==> src/rtl/shield_write_pkg.sv <==
// Shared constants, types and chunk arithmetic for the AXI write address splitter.
package shield_write_pkg;

  localparam int unsigned CL_ID_WIDTH         = 6;
  localparam int unsigned CL_ADDR_WIDTH       = 64;
  localparam int unsigned CL_DATA_WIDTH       = 64;
  localparam int unsigned OFFSET_WIDTH        = 6;
  localparam int unsigned BURSTS_PER_LINE     = 8;
  localparam int unsigned BURSTS_PER_LINE_LOG = 3;

  localparam int unsigned BEAT_BYTES_LOG   = $clog2(CL_DATA_WIDTH / 8);
  localparam int unsigned WORD_ADDR_WIDTH  = CL_ADDR_WIDTH - BEAT_BYTES_LOG;
  localparam int unsigned LINE_INDEX_WIDTH = WORD_ADDR_WIDTH - BURSTS_PER_LINE_LOG;
  localparam int unsigned BEATS_WIDTH      = 9;
  localparam int unsigned CNT_WIDTH        = 6;

  localparam logic [1:0] AXI_BURST_INCR  = 2'b01;
  localparam logic [1:0] AXI_RESP_OKAY   = 2'b00;
  localparam logic [1:0] AXI_RESP_SLVERR = 2'b10;

  typedef enum logic [1:0] {
    ST_IDLE        = 2'd0,
    ST_SPLIT       = 2'd1,
    ST_WAIT_COMMIT = 2'd2,
    ST_RESP        = 2'd3
  } state_t;

  typedef struct packed {
    logic [CL_ADDR_WIDTH-1:0] line_addr;
    logic [7:0]               count;
    logic [OFFSET_WIDTH-1:0]  offset;
  } line_req_t;

  // Carve the next line-sized chunk from a beat address and the beats still owed.
  function automatic line_req_t next_chunk(input logic [WORD_ADDR_WIDTH-1:0] addr,
                                           input logic [BEATS_WIDTH-1:0] beats_left);
    logic [BURSTS_PER_LINE_LOG-1:0] b;
    logic [BEATS_WIDTH-1:0]         room;
    line_req_t                      r;
    b           = addr[BURSTS_PER_LINE_LOG-1:0];
    room        = BEATS_WIDTH'(BURSTS_PER_LINE) - BEATS_WIDTH'(b);
    r.line_addr = {addr[WORD_ADDR_WIDTH-1:BURSTS_PER_LINE_LOG], OFFSET_WIDTH'(0)};
    r.count     = (beats_left < room) ? 8'(beats_left) : 8'(room);
    r.offset    = {b, BEAT_BYTES_LOG'(0)};
    return r;
  endfunction

endpackage

==> src/rtl/shield_write_addr_split_if.sv <==
// AXI AW/B channels plus the line-request and commit side of the splitter.
interface shield_write_addr_split_if;
  import shield_write_pkg::*;

  logic [CL_ID_WIDTH-1:0]   s_axi_awid;
  logic [CL_ADDR_WIDTH-1:0] s_axi_awaddr;
  logic [7:0]               s_axi_awlen;
  logic [2:0]               s_axi_awsize;
  logic [1:0]               s_axi_awburst;
  logic                     s_axi_awvalid;
  logic                     s_axi_awready;

  logic [CL_ADDR_WIDTH-1:0] req_line_addr;
  logic [7:0]               burst_count;
  logic [OFFSET_WIDTH-1:0]  burst_start_offset;
  logic                     req_val;
  logic                     req_rdy;
  logic                     line_commit;

  logic [CL_ID_WIDTH-1:0]   s_axi_bid;
  logic [1:0]               s_axi_bresp;
  logic                     s_axi_bvalid;
  logic                     s_axi_bready;

  // Splitter side
  modport slave (
    input  s_axi_awid, s_axi_awaddr, s_axi_awlen, s_axi_awsize, s_axi_awburst, s_axi_awvalid,
    output s_axi_awready,
    output req_line_addr, burst_count, burst_start_offset, req_val,
    input  req_rdy, line_commit,
    output s_axi_bid, s_axi_bresp, s_axi_bvalid,
    input  s_axi_bready
  );

  // Upstream master and downstream line-write path
  modport master (
    output s_axi_awid, s_axi_awaddr, s_axi_awlen, s_axi_awsize, s_axi_awburst, s_axi_awvalid,
    input  s_axi_awready,
    input  req_line_addr, burst_count, burst_start_offset, req_val,
    output req_rdy, line_commit,
    input  s_axi_bid, s_axi_bresp, s_axi_bvalid,
    output s_axi_bready
  );

endinterface

==> src/rtl/shield_write_addr_split.sv <==
// Splits one AXI4 AW burst into per-line write requests and returns one B after all lines commit.
module shield_write_addr_split
  import shield_write_pkg::*;
(
  input logic                      clk,
  input logic                      rst_n,
  shield_write_addr_split_if.slave io_bus
);

  state_t                     r_state;
  logic [CL_ID_WIDTH-1:0]     r_id;
  logic [WORD_ADDR_WIDTH-1:0] r_addr;
  logic [BEATS_WIDTH-1:0]     r_beats_left;
  logic                       r_err;
  logic [CNT_WIDTH-1:0]       r_lines_issued;
  logic [CNT_WIDTH-1:0]       r_commits;
  logic                       r_awready;
  line_req_t                  r_req;
  logic                       r_req_val;
  logic [CL_ID_WIDTH-1:0]     r_bid;
  logic [1:0]                 r_bresp;
  logic                       r_bvalid;

  logic                       w_aw_hs;
  logic                       w_req_hs;
  logic [WORD_ADDR_WIDTH-1:0] w_aw_word;
  logic [BEATS_WIDTH-1:0]     w_aw_beats;
  logic                       w_aw_err;
  line_req_t                  w_first;
  logic [BEATS_WIDTH-1:0]     w_beats_after;
  logic [WORD_ADDR_WIDTH-1:0] w_addr_next;
  line_req_t                  w_next;
  logic                       w_unused_ok;

  // Handshakes and chunk arithmetic for the first and following lines
  assign w_aw_hs       = io_bus.s_axi_awvalid & r_awready;
  assign w_req_hs      = r_req_val & io_bus.req_rdy;
  assign w_aw_word     = io_bus.s_axi_awaddr[CL_ADDR_WIDTH-1:BEAT_BYTES_LOG];
  assign w_aw_beats    = {1'b0, io_bus.s_axi_awlen} + BEATS_WIDTH'(1);
  assign w_aw_err      = (io_bus.s_axi_awsize != 3'(BEAT_BYTES_LOG)) ||
                         (io_bus.s_axi_awburst != AXI_BURST_INCR);
  assign w_first       = next_chunk(w_aw_word, w_aw_beats);
  assign w_beats_after = r_beats_left - BEATS_WIDTH'(r_req.count);
  assign w_addr_next   = {r_addr[WORD_ADDR_WIDTH-1:BURSTS_PER_LINE_LOG] + LINE_INDEX_WIDTH'(1),
                          BURSTS_PER_LINE_LOG'(0)};
  assign w_next        = next_chunk(w_addr_next, w_beats_after);

  // Sub-beat address bits are truncated by design
  assign w_unused_ok   = ^io_bus.s_axi_awaddr[BEAT_BYTES_LOG-1:0];

  // Transaction FSM, line/commit counters and all registered outputs
  always_ff @(posedge clk or negedge rst_n) begin
    if (!rst_n) begin
      r_state        <= ST_IDLE;
      r_id           <= '0;
      r_addr         <= '0;
      r_beats_left   <= '0;
      r_err          <= 1'b0;
      r_lines_issued <= '0;
      r_commits      <= '0;
      r_awready      <= 1'b0;
      r_req          <= '0;
      r_req_val      <= 1'b0;
      r_bid          <= '0;
      r_bresp        <= '0;
      r_bvalid       <= 1'b0;
    end else begin
      if ((r_state != ST_IDLE) && io_bus.line_commit) begin
        r_commits <= r_commits + CNT_WIDTH'(1);
      end
      case (r_state)
        ST_IDLE: begin
          r_awready <= 1'b1;
          if (w_aw_hs) begin
            r_id           <= io_bus.s_axi_awid;
            r_addr         <= w_aw_word;
            r_beats_left   <= w_aw_beats;
            r_err          <= w_aw_err;
            r_lines_issued <= '0;
            r_commits      <= '0;
            r_awready      <= 1'b0;
            r_req          <= w_first;
            r_req_val      <= 1'b1;
            r_state        <= ST_SPLIT;
          end
        end
        ST_SPLIT: begin
          if (w_req_hs) begin
            r_lines_issued <= r_lines_issued + CNT_WIDTH'(1);
            r_beats_left   <= w_beats_after;
            r_addr         <= w_addr_next;
            if (w_beats_after == '0) begin
              r_req_val <= 1'b0;
              r_state   <= ST_WAIT_COMMIT;
            end else begin
              r_req <= w_next;
            end
          end
        end
        ST_WAIT_COMMIT: begin
          if (r_commits == r_lines_issued) begin
            r_bid    <= r_id;
            r_bresp  <= r_err ? AXI_RESP_SLVERR : AXI_RESP_OKAY;
            r_bvalid <= 1'b1;
            r_state  <= ST_RESP;
          end
        end
        ST_RESP: begin
          if (io_bus.s_axi_bready) begin
            r_bvalid  <= 1'b0;
            r_awready <= 1'b1;
            r_state   <= ST_IDLE;
          end
        end
        default: r_state <= ST_IDLE;
      endcase
    end
  end

  assign io_bus.s_axi_awready      = r_awready;
  assign io_bus.req_line_addr      = r_req.line_addr;
  assign io_bus.burst_count        = r_req.count;
  assign io_bus.burst_start_offset = r_req.offset;
  assign io_bus.req_val            = r_req_val;
  assign io_bus.s_axi_bid          = r_bid;
  assign io_bus.s_axi_bresp        = r_bresp;
  assign io_bus.s_axi_bvalid       = r_bvalid;

endmodule

==> src/flat_wrapper.sv <==
// flat-port wrapper written by rule: the top's interface ports become plain ports
module shield_write_addr_split_flat import shield_write_pkg::*;
  (clk, rst_n, io_bus_s_axi_awid, io_bus_s_axi_awaddr, io_bus_s_axi_awlen, io_bus_s_axi_awsize, io_bus_s_axi_awburst, io_bus_s_axi_awvalid, io_bus_s_axi_awready, io_bus_req_line_addr, io_bus_burst_count, io_bus_burst_start_offset, io_bus_req_val, io_bus_req_rdy, io_bus_line_commit, io_bus_s_axi_bid, io_bus_s_axi_bresp, io_bus_s_axi_bvalid, io_bus_s_axi_bready);
  shield_write_addr_split_if io_bus_i ();
  input logic clk;
  input logic rst_n;
  input wire logic [$bits(io_bus_i.s_axi_awid)-1:0] io_bus_s_axi_awid;
  input wire logic [$bits(io_bus_i.s_axi_awaddr)-1:0] io_bus_s_axi_awaddr;
  input wire logic [$bits(io_bus_i.s_axi_awlen)-1:0] io_bus_s_axi_awlen;
  input wire logic [$bits(io_bus_i.s_axi_awsize)-1:0] io_bus_s_axi_awsize;
  input wire logic [$bits(io_bus_i.s_axi_awburst)-1:0] io_bus_s_axi_awburst;
  input wire logic [$bits(io_bus_i.s_axi_awvalid)-1:0] io_bus_s_axi_awvalid;
  output wire logic [$bits(io_bus_i.s_axi_awready)-1:0] io_bus_s_axi_awready;
  output wire logic [$bits(io_bus_i.req_line_addr)-1:0] io_bus_req_line_addr;
  output wire logic [$bits(io_bus_i.burst_count)-1:0] io_bus_burst_count;
  output wire logic [$bits(io_bus_i.burst_start_offset)-1:0] io_bus_burst_start_offset;
  output wire logic [$bits(io_bus_i.req_val)-1:0] io_bus_req_val;
  input wire logic [$bits(io_bus_i.req_rdy)-1:0] io_bus_req_rdy;
  input wire logic [$bits(io_bus_i.line_commit)-1:0] io_bus_line_commit;
  output wire logic [$bits(io_bus_i.s_axi_bid)-1:0] io_bus_s_axi_bid;
  output wire logic [$bits(io_bus_i.s_axi_bresp)-1:0] io_bus_s_axi_bresp;
  output wire logic [$bits(io_bus_i.s_axi_bvalid)-1:0] io_bus_s_axi_bvalid;
  input wire logic [$bits(io_bus_i.s_axi_bready)-1:0] io_bus_s_axi_bready;
  assign io_bus_i.s_axi_awid = io_bus_s_axi_awid;
  assign io_bus_i.s_axi_awaddr = io_bus_s_axi_awaddr;
  assign io_bus_i.s_axi_awlen = io_bus_s_axi_awlen;
  assign io_bus_i.s_axi_awsize = io_bus_s_axi_awsize;
  assign io_bus_i.s_axi_awburst = io_bus_s_axi_awburst;
  assign io_bus_i.s_axi_awvalid = io_bus_s_axi_awvalid;
  assign io_bus_s_axi_awready = io_bus_i.s_axi_awready;
  assign io_bus_req_line_addr = io_bus_i.req_line_addr;
  assign io_bus_burst_count = io_bus_i.burst_count;
  assign io_bus_burst_start_offset = io_bus_i.burst_start_offset;
  assign io_bus_req_val = io_bus_i.req_val;
  assign io_bus_i.req_rdy = io_bus_req_rdy;
  assign io_bus_i.line_commit = io_bus_line_commit;
  assign io_bus_s_axi_bid = io_bus_i.s_axi_bid;
  assign io_bus_s_axi_bresp = io_bus_i.s_axi_bresp;
  assign io_bus_s_axi_bvalid = io_bus_i.s_axi_bvalid;
  assign io_bus_i.s_axi_bready = io_bus_s_axi_bready;
  shield_write_addr_split u_core (.clk(clk), .rst_n(rst_n), .io_bus(io_bus_i));
endmodule
==> config.mk <==
export PLATFORM = sky130hd
export DESIGN_NAME = shield_write_addr_split_flat
export DESIGN_NICKNAME = d
export VERILOG_FILES = /design/src/rtl/shield_write_pkg.sv /design/src/rtl/shield_write_addr_split_if.sv /design/src/rtl/shield_write_addr_split.sv /design/src/flat_wrapper.sv
export SDC_FILE = /design/constraint.sdc
export NUM_CORES = 1
export LEC_CHECK = 0
export BUFFER_PORTS_ARGS = -buffer_cell sky130_fd_sc_hd__buf_2
export CORE_MARGIN = 10
export CORE_UTILIZATION = 58
export CTS_BUF_LIST = sky130_fd_sc_hd__clkbuf_2 sky130_fd_sc_hd__clkbuf_4 sky130_fd_sc_hd__clkbuf_8
export DETAILED_ROUTE_END_ITERATION = 10
export PLACE_DENSITY = 0.83
export REMOVE_ABC_BUFFERS = 1
export SYNTH_ARGS = -nofsm -noshare
export SYNTH_HDL_FRONTEND = slang
export SYNTH_SLANG_ARGS = --single-unit
==> constraint.sdc <==
create_clock -name clk -period 3.65 [get_ports clk]
set_input_delay 0.365 -clock clk [delete_from_list [all_inputs] [get_ports clk]]
set_output_delay 0.365 -clock clk [all_outputs]
set_load 0.01 [all_outputs]
==> impl_metrics.tcl <==
set metrics [dict create \
    async_flop_share_pct 100 \
    ys_types 66 \
    numCtsBuffers 17 \
    pwr-share-seq_pct 47.7 \
    hold_class "input port to flip-flop" \
    p_clk_share_pct 37.4 \
    grt-busiest-layer "met2" \
    finalSetupViolCount 0 \
    arrival_ns 3.72 \
    grt_pass1_wl_um 44100 \
    ys_top_cells_by_count "167 x dfrtp_1, 135 x nand2_1, 91 x nor2_1" \
    areaGrowthSynthToFinish_pct 15.1 \
    grt_util_met3_pct 7.02 \
    grt_util_all_layers_pct 24.1 \
    gr-total-overflow 0 \
    row_count 47 \
    synth_edf_count 0 \
    ys_seq_area_share_pct 42.6 \
    syn_inst 1095 \
    period_needed_ns 3.38 \
    grtUsageMet1_pct 31.1 \
    tritoncts "built" \
    finalCritPeriodShare_pct 92.5 \
    clock_path_buffers 2 \
    ios 178 \
    comb_power_share_pct 14.9 \
    crit_path_end_kind "flip-flop" \
    worstSetupStartpointType "flip-flop" \
    antenna_left 0 \
    rsz0062_at_grt "false" \
    portBuffers 164 \
    clk_pin_slew_ns 0.09 \
    dr.pass1.iters 5 \
    slew_violations 0 \
    syn_area_mm2 0.00982 \
    drive_gt1_share_pct 21.9 \
    intPower_uw 3010 \
    hold_viol 0 \
    fmaxAchievable_mhz 296 \
    hpwl_um 19300 \
    h-tree-depth 4 \
    initial_utilization_pct 59.2 \
    clock_sinks 167 \
    grt_antenna_before_repair 2 \
    ys_ff_latch 167 \
    drc 0 \
    die_y_um 150 \
    multi_input_area_mm2 0.00526 \
    vias_per_cell 6.01 \
    core_area_mm2 0.0166 \
    p_leak_uw 0.00509 \
    nFillCells 1322 \
    critical_path_class "flip-flop to flip-flop" \
    p_per_area_mw_per_mm2 371 \
    drtIter0Drc 724 \
    tightest_slew_ns 1.08 \
    maxSlewHeadroom_pct 27.6 \
    clk_latency_ns 0.46 \
    synthTopCellsByArea "dfrtp_1 43%, nand2_1 5.2%, mux2_2 4.1%" \
    synth_flop_cell "dfrtp_1" \
    vias 8791 \
    drv_cap 0 \
    nets 1337 \
    clockRootBuffer "clkbuf_8" \
    totalPowerFinal_uw 4190 \
    yosysMostFrequentCell "dfrtp_1" \
    grt_max_degree 102 \
    required_ns 3.99 \
    grt_util_met2_pct 38.2 \
    ys_warn_count 0 \
    status "complete, no violations" \
    clock_skew_ns 0.0111 \
    synth_area_leader_cell "dfrtp_1" \
    die-area_mm2 0.0225 \
    critical_path.max_fanout 17 \
    routed_wl_um 27400 \
    switching_share_pct 28.0 \
    grt_pass1_vias 8623 \
    syn_area_per_cell_um2 8.97 \
    gp_congestion 0.894 \
    die_x_um 150 \
    yosysTopAreaCellShare_pct 42.6 \
    irDropWorstVdd_v 0.000250 \
    final_core_util_pct 68.1 \
    p_sw_uw 1170 \
    wire_per_inst_um 18.7 \
    register_area_mm2 0.00418 \
]
flip-flops by register name (all words and copies together), names as in the netlist:
signal                            count
u_core.io_bus.s_axi_bvalid            1
u_core.io_bus.s_axi_bid               6
u_core.io_bus.s_axi_bresp             1
u_core.io_bus.req_line_addr          58
u_core.io_bus.burst_start_offset      3
u_core.r_beats_left                   9
u_core.io_bus.s_axi_awready           1
u_core.io_bus.burst_count             8
u_core.r_addr                        58
u_core.r_commits                      6
u_core.r_lines_issued                 6
u_core.r_state                        2
u_core.r_id                           6
u_core.io_bus.req_val                 1
u_core.r_err                          1
worst max-delay path: stages, from the launching register on:
cell	delay, ns
dfrtp_1	0.42
ha_1	0.19
inv_1	0.06
fa_1	0.41
a21o_1	0.21
a31o_2	0.24
o22ai_1	0.26
xor2_2	0.23
or4_1	0.75
nand2_4	0.31
o21ai_0	0.15
cell usage in the layout, fill, tap and decap left out, drive strengths merged, types with 13 or more instances in the layout:
cell type,n
buf,182
dfrtp,167
nand2,136
nor2,92
a21oi,70
o21ai,59
nand3,57
xor2,45
o22ai,43
xnor2,41
mux2,36
nor3,27
and3,26
nand4,24
inv,24
mux2i,22
ha,20
clkbuf,18
o211ai,13
final timing paths:
path                                                                  start                                               to  slack (ns)  cells after the start
worst max-delay path               u_core.io_bus.burst_count[0]$_DFFE_PN0P_      u_core.io_bus.req_line_addr[63]$_DFFE_PN0P_        0.27                     10
worst min-delay path                                io_bus_s_axi_awburst[0]                         u_core.r_err$_DFFE_PN0P_        0.09                      2
worst max register to register     u_core.io_bus.burst_count[0]$_DFFE_PN0P_      u_core.io_bus.req_line_addr[63]$_DFFE_PN0P_        0.27                     10
worst min register to register  u_core.io_bus.req_line_addr[38]$_DFFE_PN0P_      u_core.io_bus.req_line_addr[38]$_DFFE_PN0P_        0.48                      2
max in group asynchronous                                             rst_n      u_core.io_bus.req_line_addr[40]$_DFFE_PN0P_        2.35                      3
min in group asynchronous                                             rst_n  u_core.io_bus.burst_start_offset[3]$_DFFE_PN0P_        0.46                      2
repair_timing:
item	CTS	global route
buffers inserted	0	0
resized for setup	0	0
endpoints found under the hold margin	70	0
hold buffers	1	0
layer usage:
metal  part of all wire, %  vias to the layer above
li1                      -                     4149
met1                    42                     4208
met2                    46                      385
met3                   9.7                       47
met4                   2.0                        2
met5                 0.066                        -
power groups by stage:
stage / sequential (uW) / clock (uW) / combinational, uW
floorplan: 2020 / 0 / 397
global placement: 2020 / 0 / 595
detailed placement: 2030 / 0 / 617
CTS: 2000 / 1580 / 623
global route: 2010 / 1670 / 693
finish: 2000 / 1560 / 623
cell families after synthesis:
logic type,Yosys count,synth area share (%)
flops,167,42.6
buf+inv,101,4.57
simple gates,421,20.9
xor+xnor,86,7.82
fa+ha+maj,21,2.75
compound gates,240,15.0
other cells,1,0.0382
mux,58,6.37
metrics by stage:
step / setup slack [ns] / area (um^2) / setup TNS (ns) / hold slack, ns / cells
after floorplan: -7.57 / 9490 / -637.55 / 0.0694 / 1025
after global placement: 0.434 / 10800 / 0 / 0.422 / 1427
after detailed placement: 0.334 / 10800 / 0 / 0.423 / 1427
after CTS: 0.331 / 11300 / 0 / 0.0617 / 1460
after global routing: 0.136 / 11300 / 0 / 0.0542 / 1460
final: 0.273 / 11300 / 0 / 0.0871 / 1463
cell type report:
type	count	share of cell area, %
multi-input combinational	836	46.6
sequential	167	37.0
timing repair buffer	183	9.05
tap	220	2.44
clock buffer	18	2.19
clock inverter	14	1.96
inverter	22	0.731
antenna	3	0.0664
Power figures use the tool's default switching activity.
